`config.mk`:
```
export PLATFORM = sky130hd
export DESIGN_NAME = hazard_ctrl
export DESIGN_NICKNAME = d
export VERILOG_FILES = /design/src/rtl/hazard_ctrl.sv
export SDC_FILE = /design/constraint.sdc
export NUM_CORES = 1
export LEC_CHECK = 0
export BUFFER_PORTS_ARGS = -buffer_cell sky130_fd_sc_hd__buf_2
export CORE_UTILIZATION = 43
export CTS_CLUSTER_SIZE = 16
export DETAILED_ROUTE_END_ITERATION = 16
export PLACE_DENSITY_LB_ADDON = 0.3
export SLEW_MARGIN = 20
export SYNTH_ARGS = -nofsm -noshare
export SYNTH_HDL_FRONTEND = slang
export SYNTH_SLANG_ARGS = --single-unit
```
`constraint.sdc`:
```
create_clock -name clk -period 2 [get_ports clk]
set_input_delay 0.4 -clock clk [delete_from_list [all_inputs] [get_ports clk]]
set_output_delay 0.4 -clock clk [all_outputs]
set_load 0.02 [all_outputs]
```
`src/rtl/hazard_ctrl.sv`:
```
// hazard_ctrl: stall/flush controller for the 16-bit RISC-V pipeline.
// Covers load-use bubbles, wrong-path squash after taken branches, and a
// global freeze while data memory is busy. Also counts lost issue cycles.
module hazard_ctrl #(
  parameter int REG_W        = 4,
  parameter int FLUSH_CYCLES = 2,
  parameter int CNT_W        = 16
) (
  input  logic             clk,
  input  logic             rst_n,
  input  logic [REG_W-1:0] IFID_RS1,
  input  logic [REG_W-1:0] IFID_RS2,
  input  logic             IFID_usesRS2,
  input  logic [REG_W-1:0] IDEX_RD,
  input  logic             IDEX_memRead,
  input  logic             EX_branchTaken,
  input  logic             mem_busy,
  output logic             PC_write,
  output logic             IFID_write,
  output logic             IFID_flush,
  output logic             IDEX_flush,
  output logic             pipe_freeze,
  output logic [CNT_W-1:0] stall_cycles
);

  // Flush counter only needs to hold FLUSH_CYCLES-1.
  localparam int FC_W = (FLUSH_CYCLES < 2) ? 1 : $clog2(FLUSH_CYCLES);
  localparam logic [FC_W-1:0]  FC_LOAD  = FC_W'(FLUSH_CYCLES - 1);
  localparam logic [FC_W-1:0]  FC_ONE   = FC_W'(1);
  localparam logic [FC_W-1:0]  FC_ZERO  = FC_W'(0);
  localparam logic [CNT_W-1:0] CNT_MAX  = {CNT_W{1'b1}};
  localparam logic [CNT_W-1:0] CNT_ONE  = CNT_W'(1);
  localparam logic [CNT_W-1:0] CNT_ZERO = CNT_W'(0);

  typedef enum logic [1:0] {
    ST_RUN      = 2'd0,
    ST_MEM_WAIT = 2'd1,
    ST_FLUSH    = 2'd2
  } state_t;

  // Per-cycle action chosen by the next-state logic, decoded into enables.
  typedef enum logic [2:0] {
    ACT_NONE   = 3'd0,
    ACT_FREEZE = 3'd1,
    ACT_BR     = 3'd2,  // first squash cycle: IF/ID and ID/EX both flushed
    ACT_FL     = 3'd3,  // later squash cycles: IF/ID only
    ACT_LU     = 3'd4   // one load-use bubble
  } act_t;

  // A single-cycle flush needs no FLUSH state at all.
  localparam state_t BR_NEXT = (FLUSH_CYCLES > 1) ? ST_FLUSH : ST_RUN;

  state_t           state_r, state_nxt_s;
  logic [FC_W-1:0]  flush_cnt_r, flush_cnt_nxt_s;
  logic             br_pend_r, br_pend_nxt_s;
  logic             resume_r, resume_nxt_s;   // freeze interrupted a flush
  logic [CNT_W-1:0] stall_cycles_r;
  act_t             act_s;
  logic             lu_s;
  logic             stall_inc_s;

  // x0 is hardwired zero, so a load to x0 never creates a dependency.
  assign lu_s = IDEX_memRead & (IDEX_RD != {REG_W{1'b0}}) &
                ((IDEX_RD == IFID_RS1) | (IFID_usesRS2 & (IDEX_RD == IFID_RS2)));

  assign stall_inc_s  = (~PC_write) | IFID_flush;
  assign stall_cycles = stall_cycles_r;

  // State register, flush bookkeeping and saturating lost-cycle counter.
  always_ff @(posedge clk) begin
    if (!rst_n) begin
      state_r        <= ST_RUN;
      flush_cnt_r    <= FC_ZERO;
      br_pend_r      <= 1'b0;
      resume_r       <= 1'b0;
      stall_cycles_r <= CNT_ZERO;
    end else begin
      state_r     <= state_nxt_s;
      flush_cnt_r <= flush_cnt_nxt_s;
      br_pend_r   <= br_pend_nxt_s;
      resume_r    <= resume_nxt_s;
      if (stall_inc_s && (stall_cycles_r != CNT_MAX)) begin
        stall_cycles_r <= stall_cycles_r + CNT_ONE;
      end else begin
        stall_cycles_r <= stall_cycles_r;
      end
    end
  end

  // Next-state logic; also picks the action applied to the enables this cycle.
  always_comb begin
    state_nxt_s     = state_r;
    flush_cnt_nxt_s = flush_cnt_r;
    br_pend_nxt_s   = br_pend_r;
    resume_nxt_s    = resume_r;
    act_s           = ACT_NONE;
    case (state_r)
      ST_RUN: begin
        if (mem_busy) begin
          act_s         = ACT_FREEZE;
          state_nxt_s   = ST_MEM_WAIT;
          br_pend_nxt_s = EX_branchTaken;
          resume_nxt_s  = 1'b0;
        end else if (EX_branchTaken) begin
          act_s           = ACT_BR;
          state_nxt_s     = BR_NEXT;
          flush_cnt_nxt_s = FC_LOAD;
        end else if (lu_s) begin
          act_s = ACT_LU;
        end else begin
          act_s = ACT_NONE;
        end
      end
      ST_MEM_WAIT: begin
        if (mem_busy) begin
          // Load-use is irrelevant while everything holds.
          act_s         = ACT_FREEZE;
          br_pend_nxt_s = br_pend_r | EX_branchTaken;
        end else if (resume_r) begin
          // Pick the interrupted squash up where it stopped.
          act_s           = ACT_FL;
          resume_nxt_s    = 1'b0;
          br_pend_nxt_s   = 1'b0;
          flush_cnt_nxt_s = flush_cnt_r - FC_ONE;
          if (flush_cnt_r == FC_ONE) begin
            state_nxt_s = ST_RUN;
          end else begin
            state_nxt_s = ST_FLUSH;
          end
        end else if (br_pend_r || EX_branchTaken) begin
          act_s           = ACT_BR;
          br_pend_nxt_s   = 1'b0;
          state_nxt_s     = BR_NEXT;
          flush_cnt_nxt_s = FC_LOAD;
        end else if (lu_s) begin
          act_s       = ACT_LU;
          state_nxt_s = ST_RUN;
        end else begin
          act_s       = ACT_NONE;
          state_nxt_s = ST_RUN;
        end
      end
      ST_FLUSH: begin
        if (mem_busy) begin
          act_s         = ACT_FREEZE;
          state_nxt_s   = ST_MEM_WAIT;
          resume_nxt_s  = 1'b1;
          br_pend_nxt_s = 1'b0;
        end else begin
          // EX holds a bubble here, so a taken branch cannot occur.
          act_s           = ACT_FL;
          flush_cnt_nxt_s = flush_cnt_r - FC_ONE;
          if (flush_cnt_r == FC_ONE) begin
            state_nxt_s = ST_RUN;
          end else begin
            state_nxt_s = ST_FLUSH;
          end
        end
      end
      default: begin
        state_nxt_s     = ST_RUN;
        flush_cnt_nxt_s = FC_ZERO;
        br_pend_nxt_s   = 1'b0;
        resume_nxt_s    = 1'b0;
        act_s           = ACT_NONE;
      end
    endcase
  end

  // Decode the action into pipeline enables; reset forces a safe bubble pattern.
  always_comb begin
    PC_write    = 1'b1;
    IFID_write  = 1'b1;
    IFID_flush  = 1'b0;
    IDEX_flush  = 1'b0;
    pipe_freeze = 1'b0;
    if (!rst_n) begin
      PC_write    = 1'b0;
      IFID_write  = 1'b0;
      IFID_flush  = 1'b1;
      IDEX_flush  = 1'b1;
      pipe_freeze = 1'b0;
    end else begin
      case (act_s)
        ACT_FREEZE: begin
          // Freeze dominates: no flushes while MEM cannot complete.
          PC_write    = 1'b0;
          IFID_write  = 1'b0;
          pipe_freeze = 1'b1;
        end
        ACT_BR: begin
          IFID_flush = 1'b1;
          IDEX_flush = 1'b1;
        end
        ACT_FL: begin
          IFID_flush = 1'b1;
        end
        ACT_LU: begin
          PC_write   = 1'b0;
          IFID_write = 1'b0;
          IDEX_flush = 1'b1;
        end
        ACT_NONE: begin
          PC_write = 1'b1;
        end
        default: begin
          PC_write = 1'b1;
        end
      endcase
    end
  end

endmodule
```
After elaboration in Yosys (flattened, before gate mapping)
Cells that the tools add are included.
{"block": "totals", "n_memories": 0, "romBits": 0, "wordCells": 83, "regBits": 21, "input_bits": 18, "output_inout_bits": 21, "latchBits": 0, "ram_bits": 0}
{"block": "op_classes", "div_mod_pow": 0, "n_lt_le_gt_ge": 0, "bitwise": 7, "eq_ne": 18, "n_addsub": 2, "shift": 0, "muxes": 40, "reduce_logical": 11, "multipliers": 0}
{"operator": "$mux W1", "count": 21}
{"operator": "$mux W3", "count": 6}
{"operator": "$add A16 B1 Y16 const B", "count": 1}
{"operator": "$mux W2", "count": 8}
{"operator": "$ne A16 B16 Y1 const B", "count": 1}
{"operator": "$ne A2 B2 Y1 const B", "count": 6}
{"operator": "$pmux W1 S3", "count": 3}
{"operator": "$pmux W3 S3", "count": 1}
{"operator": "$eq A4 B4 Y1", "count": 2}
{"operator": "$eq A3 B2 Y1 const B", "count": 2}
{"operator": "$ne A3 B3 Y1 const B", "count": 2}
{"operator": "$pmux W2 S3", "count": 1}
{"operator": "$reduce_and A3 Y1", "count": 2}
{"operator": "$reduce_or A2 Y1", "count": 3}
{"operator": "$reduce_and A5 Y1", "count": 1}
{"operator": "$ne A4 B4 Y1 const B", "count": 1}
{"operator": "$reduce_bool A4 Y1", "count": 1}
{"operator": "$and A1 B1 Y1", "count": 3}
{"operator": "$eq A3 B1 Y1 const B", "count": 1}
{"operator": "$eq A3 B3 Y1 const B", "count": 1}
{"operator": "$or A1 B1 Y1", "count": 3}
{"operator": "$eq A2 B1 Y1 const B", "count": 1}
{"operator": "$eq A2 B2 Y1 const B", "count": 1}
{"operator": "$logic_not A2 Y1", "count": 1}
{"operator": "other kinds (5)", "count": 5}

Longest topological paths before layout
{"block": "depth", "depth_word": 16, "ltp_mapped": 9, "depth_no_buf": 7}

Worst setup path before layout
OpenSTA, ideal clock, no wires.
{"block": "synth_path", "kind": "input-to-output", "from": "input IDEX_RD[0]", "to": "output PC_write", "t_required_ps": 1600, "arrival_time_ps": 1816, "stages": 5, "slack_ps": -216, "path_buffers": 1, "path_cell_list": "or4_4 -> nand4_2 -> o221ai_4 -> a21oi_1 -> buf_4"}
{"block": "synth_between", "elab_chain_len": 13, "word_cells_on_any_way": 19, "classes_between": "4 x eq/ne; 9 x mux; 4 x bitwise; 2 x reduce/logical"}
{"element": "start: declaration", "line": "14", "text": "input logic [REG_W-1:0] IDEX_RD,"}
{"element": "$eq A4 B4 Y1", "line": "64", "text": "((IDEX_RD == IFID_RS1) | (IFID_usesRS2 & (IDEX_RD == IFID_RS2)));"}
{"element": "$and A1 B1 Y1", "line": "64"}
{"element": "$or A1 B1 Y1", "line": "64"}
{"element": "$and A1 B1 Y1 *", "line": "63", "text": "assign lu_s = IDEX_memRead & (IDEX_RD != {REG_W{1'b0}}) &"}
{"element": "$mux W3 *", "line": "108, 135"}
{"element": "$mux W3", "line": "130", "text": "end else if (br_pend_r || EX_branchTaken) begin"}
{"element": "$mux W3", "line": "119", "text": "end else if (resume_r) begin"}
{"element": "$mux W3", "line": "115", "text": "if (mem_busy) begin"}
{"element": "$pmux W3 S3 *", "line": "97", "text": "case (state_r)"}
{"element": "$eq A3 B1 Y1 / $eq A3 B3 Y1 (equally long branches)"}
{"element": "$reduce_or A2 Y1 (no source line) *"}
{"element": "$mux W1 * (2 in a row)"}
{"element": "end: declaration", "line": "18", "text": "output logic PC_write,"}
Mark *: on every way between the ends. The rest lies on a longest branch, timed or not.

Worst setup path after layout
{"block": "layout_path", "from": "register br_pend_r", "to": "output IDEX_flush"}
{"block": "layout_between", "elab_chain_len": 9, "word_cells_on_any_way": 10, "classes_between": "2 x eq/ne; 6 x mux; 2 x reduce/logical"}
{"element": "start: declaration", "line": "55", "text": "logic br_pend_r, br_pend_nxt_s;"}
{"element": "start signal: assignment", "line": "80", "text": "br_pend_r <= br_pend_nxt_s;"}
{"element": "$logic_or A1 B1 Y1 *", "line": "130"}
{"element": "$mux W3 *", "line": "130"}
{"element": "$mux W3 *", "line": "119"}
{"element": "$mux W3 *", "line": "115"}
{"element": "$pmux W3 S3 *", "line": "97"}
{"element": "$eq A3 B3 Y1 / $eq A3 B2 Y1 (equally long branches)", "line": "184", "text": "case (act_s)"}
{"element": "$reduce_or A2 Y1 (no source line) *"}
{"element": "$mux W1 *", "line": "184"}
{"element": "$mux W1 *", "line": "177", "text": "if (!rst_n) begin"}
{"element": "end: declaration", "line": "21", "text": "output logic IDEX_flush,"}
Marks and branches as above.

==> results.cfg <==
[floorplanning]
die_y_um = 57.9
dieWidth_um = 57.9
core_area_um2 = 2850
fp.dieArea_um2 = 3350
placementRows = 19
io-pin-count = 39
start_util_pct = 47.1

[yosys]
yosys.area.top_type = dfxtp_1
synth_top_area_share_pct = 31.3
yosysSeqAreaShare_pct = 31.3
synth_commonest_cells = dfxtp_1, a21oi_1, nand2_1, nor2_1
synthCells = 162
synth_most_common_cell = dfxtp_1
synth-main-ff-cell = dfxtp_1
synth_seq_cells = 21
synth_nets = 181
synth_area_um2 = 1340
synth_warnings = 0
avgSynthCellArea_um2 = 8.29
async_reset_ff_share_pct = 0
synth_edf_count = 0
synth_cell_types = 46
synth_top_cells_by_area = dfxtp_1, a21oi_1, xnor2_1

[pwr]
p_sw_w = 0.000297
switching_share_pct = 31.8
pwr-share-clk_pct = 22.4
cellPowerDensity_nw_per_um2 = 514
power_frac_comb_pct = 29.1
irDropWorstVdd_mv = 0.258
p_int_w = 0.000637
pwr-share-seq_pct = 48.5
leakage_nw = 0.699

[cells_and_area]
register_area_um2 = 425
fillCellCount = 253
fin_util_pct = 63.6
drive_gt1_share_pct = 38.9
fin_cells = 242
multi_input_area_um2 = 930
area_delta_synth_final_pct = 35.2
diodes = 0
fin_nets = 231

[global_routing]
use_met3_pct = 2.68
busiest_layer = met2
antenna_found_initial = 0
grtUsageTotal_pct = 22.9
grt_first_pass_wirelength_mm = 6.02
grtUsageMet1_pct = 25.5
grt_max_degree = 25
grt_overflow = 0
grt_pass1_vias = 1382
use_met2_pct = 43.5

[clock_tree]
cts_buffer_depth = 2
cts-root-buf = clkbuf_4
insertion_delay_ns = 0.30
cts_buffers = 3
cts_tree = done
hold_buffers = 0
htree_levels = 1
clock-sinks = 21
clkTransAtPathRegs_ns = 0.12

[placed_design]
place_ws_ns = -0.231
post-dp-hpwl_mm = 2.58
dpl.cell_count = 234
io_buffers = 38
globalplace.congestion = 0.945

[timing]
post-route-period-util_pct = 107
finalSetupViolations = 4
fin_crit_ns = 2.13
whs_ns = 0.449
rsz0062_at_grt = true
skew_ns = 0.00108
slew-limit-headroom_pct = 73.6
setup_ws_ns = -0.131
fmax_ghz = 0.469
worst_pin_slew_ns = 0.394
finalHoldViolations = 0
slew_viol_final = 0

[hold_path]
hold_end = br_pend_r
whs_path_depth = 2
min_path_type = in -> reg
hold_start = rst_n

[routing]
dr.pass1.iters = 10
vias_per_cell = 5.96
wire_per_inst_um = 15.2
antenna_left = 0
wl_mm = 3.68
route.vias.total = 1443
drt_iter0_markers = 73
drc_errors = 2

[critical_path]
r2r_slack_ns = 0.01
worstReg2RegEnd = stall_cycles[13]
r2r-start = state_r[1]
required_ns = 1.60
cp-start-kind = flop
reg2reg_depth = 7
cp_max_fo = 2
end_kind = primary output
cp.arrival_ns = 1.73
crit_type = reg -> out

[outcome]
violations = DRC, setup timing
status = finished with violations

[job]
maxCapViolCount = 0
cells by family after synthesis:
family | Yosys count | share of synthesized area [%]
adder cells (fa/ha/maj) | 1 | 0.932
AO/OA/AOI/OAI | 44 | 22.6
XOR/XNOR | 9 | 5.87
buffers and inverters | 16 | 6.43
multiplexers | 3 | 2.24
AND/OR/NAND/NOR | 68 | 30.6
flip-flops | 21 | 31.3
state kept, by name, summed over array words and instances (netlist names):
name          flops
br_pend_r         1
stall_cycles     16
resume_r          1
flush_cnt_r       1
state_r           2
per-stage QoR:
step                      power (W)  cell area (um^2)  TNS (ns)
final                      0.000934              1820    -0.298
after global routing       0.000988              1820    -0.877
after CTS                  0.000926              1760    -0.392
after detailed placement   0.000688              1630     -2.27
after global placement     0.000678              1630     -1.21
after floorplan            0.000607              1360         0
per-layer routing:
layer	wire (um)	vias to the layer above
li1	-	712
met1	1480	699
met2	2070	28
met3	106	4
met4	24	0
met5	0	-
layout make-up:
class,count,area share (%)
multi-input combinational,125,51.2
sequential,21,23.4
inverter,8,1.65
clock buffer,3,1.24
tap,31,2.14
timing repair buffer,53,20.1
clock inverter,1,0.276
how the worst max path moves through the flow:
stage	depth (start not counted)	endpoint	start	slack (ns)
6_report	5	IDEX_flush	br_pend_r	-0.13
5_1_grt	5	IDEX_flush	br_pend_r	-0.18
4_1_cts	5	IDEX_flush	br_pend_r	-0.12
3_5_place_dp	8	stall_cycles[13]	EX_branchTaken	-0.23
3_3_place_gp	6	IDEX_flush	IDEX_RD[0]	-0.15
2_1_floorplan	8	stall_cycles[0]	IDEX_RD[0]	0.004
worst max-delay path: stages, from the launching register on:
cell and delay, ns:
dfxtp_2 0.36, buf_6 0.11, or3_4 0.38, a31o_4 0.23
a41o_1 0.21, buf_6 0.13
what timing repair did:
item | in CTS | in global routing
pin swaps | 9 | 5
buffers inserted | 4 | 0
endpoints found under the setup margin | 9 | 20
gates resized for setup | 19 | 14
cell usage in the layout (no fill, tap or decap), drive strengths merged, types with 2 or more instances in the layout:
master  netlist  layout
a21oi        15      15
clkbuf        4       3
nor2         11      11
or4           6       6
nand2b        2       2
xnor2         8       8
buf           4      53
or3           6       6
o31ai         6       6
nor4          4       4
o22ai         2       2
nand2        13      13
inv           8       8
dfxtp        21      21
mux2i         3       3
o21ai         9       9
nand4         5       5
and3          5       5
nand3         9       9
and4          2       2
power by group through the flow:
stage	logic [W]	registers, W	clock network (W)
2_1_floorplan	0.000136	0.000471	0
3_3_place_gp	0.000219	0.000458	0
3_5_place_dp	0.000228	0.000459	0
4_1_cts	0.000257	0.000451	0.000218
5_1_grt	0.000291	0.000456	0.000241
6_report	0.000272	0.000453	0.000210
(Power assumes the default switching activity.)
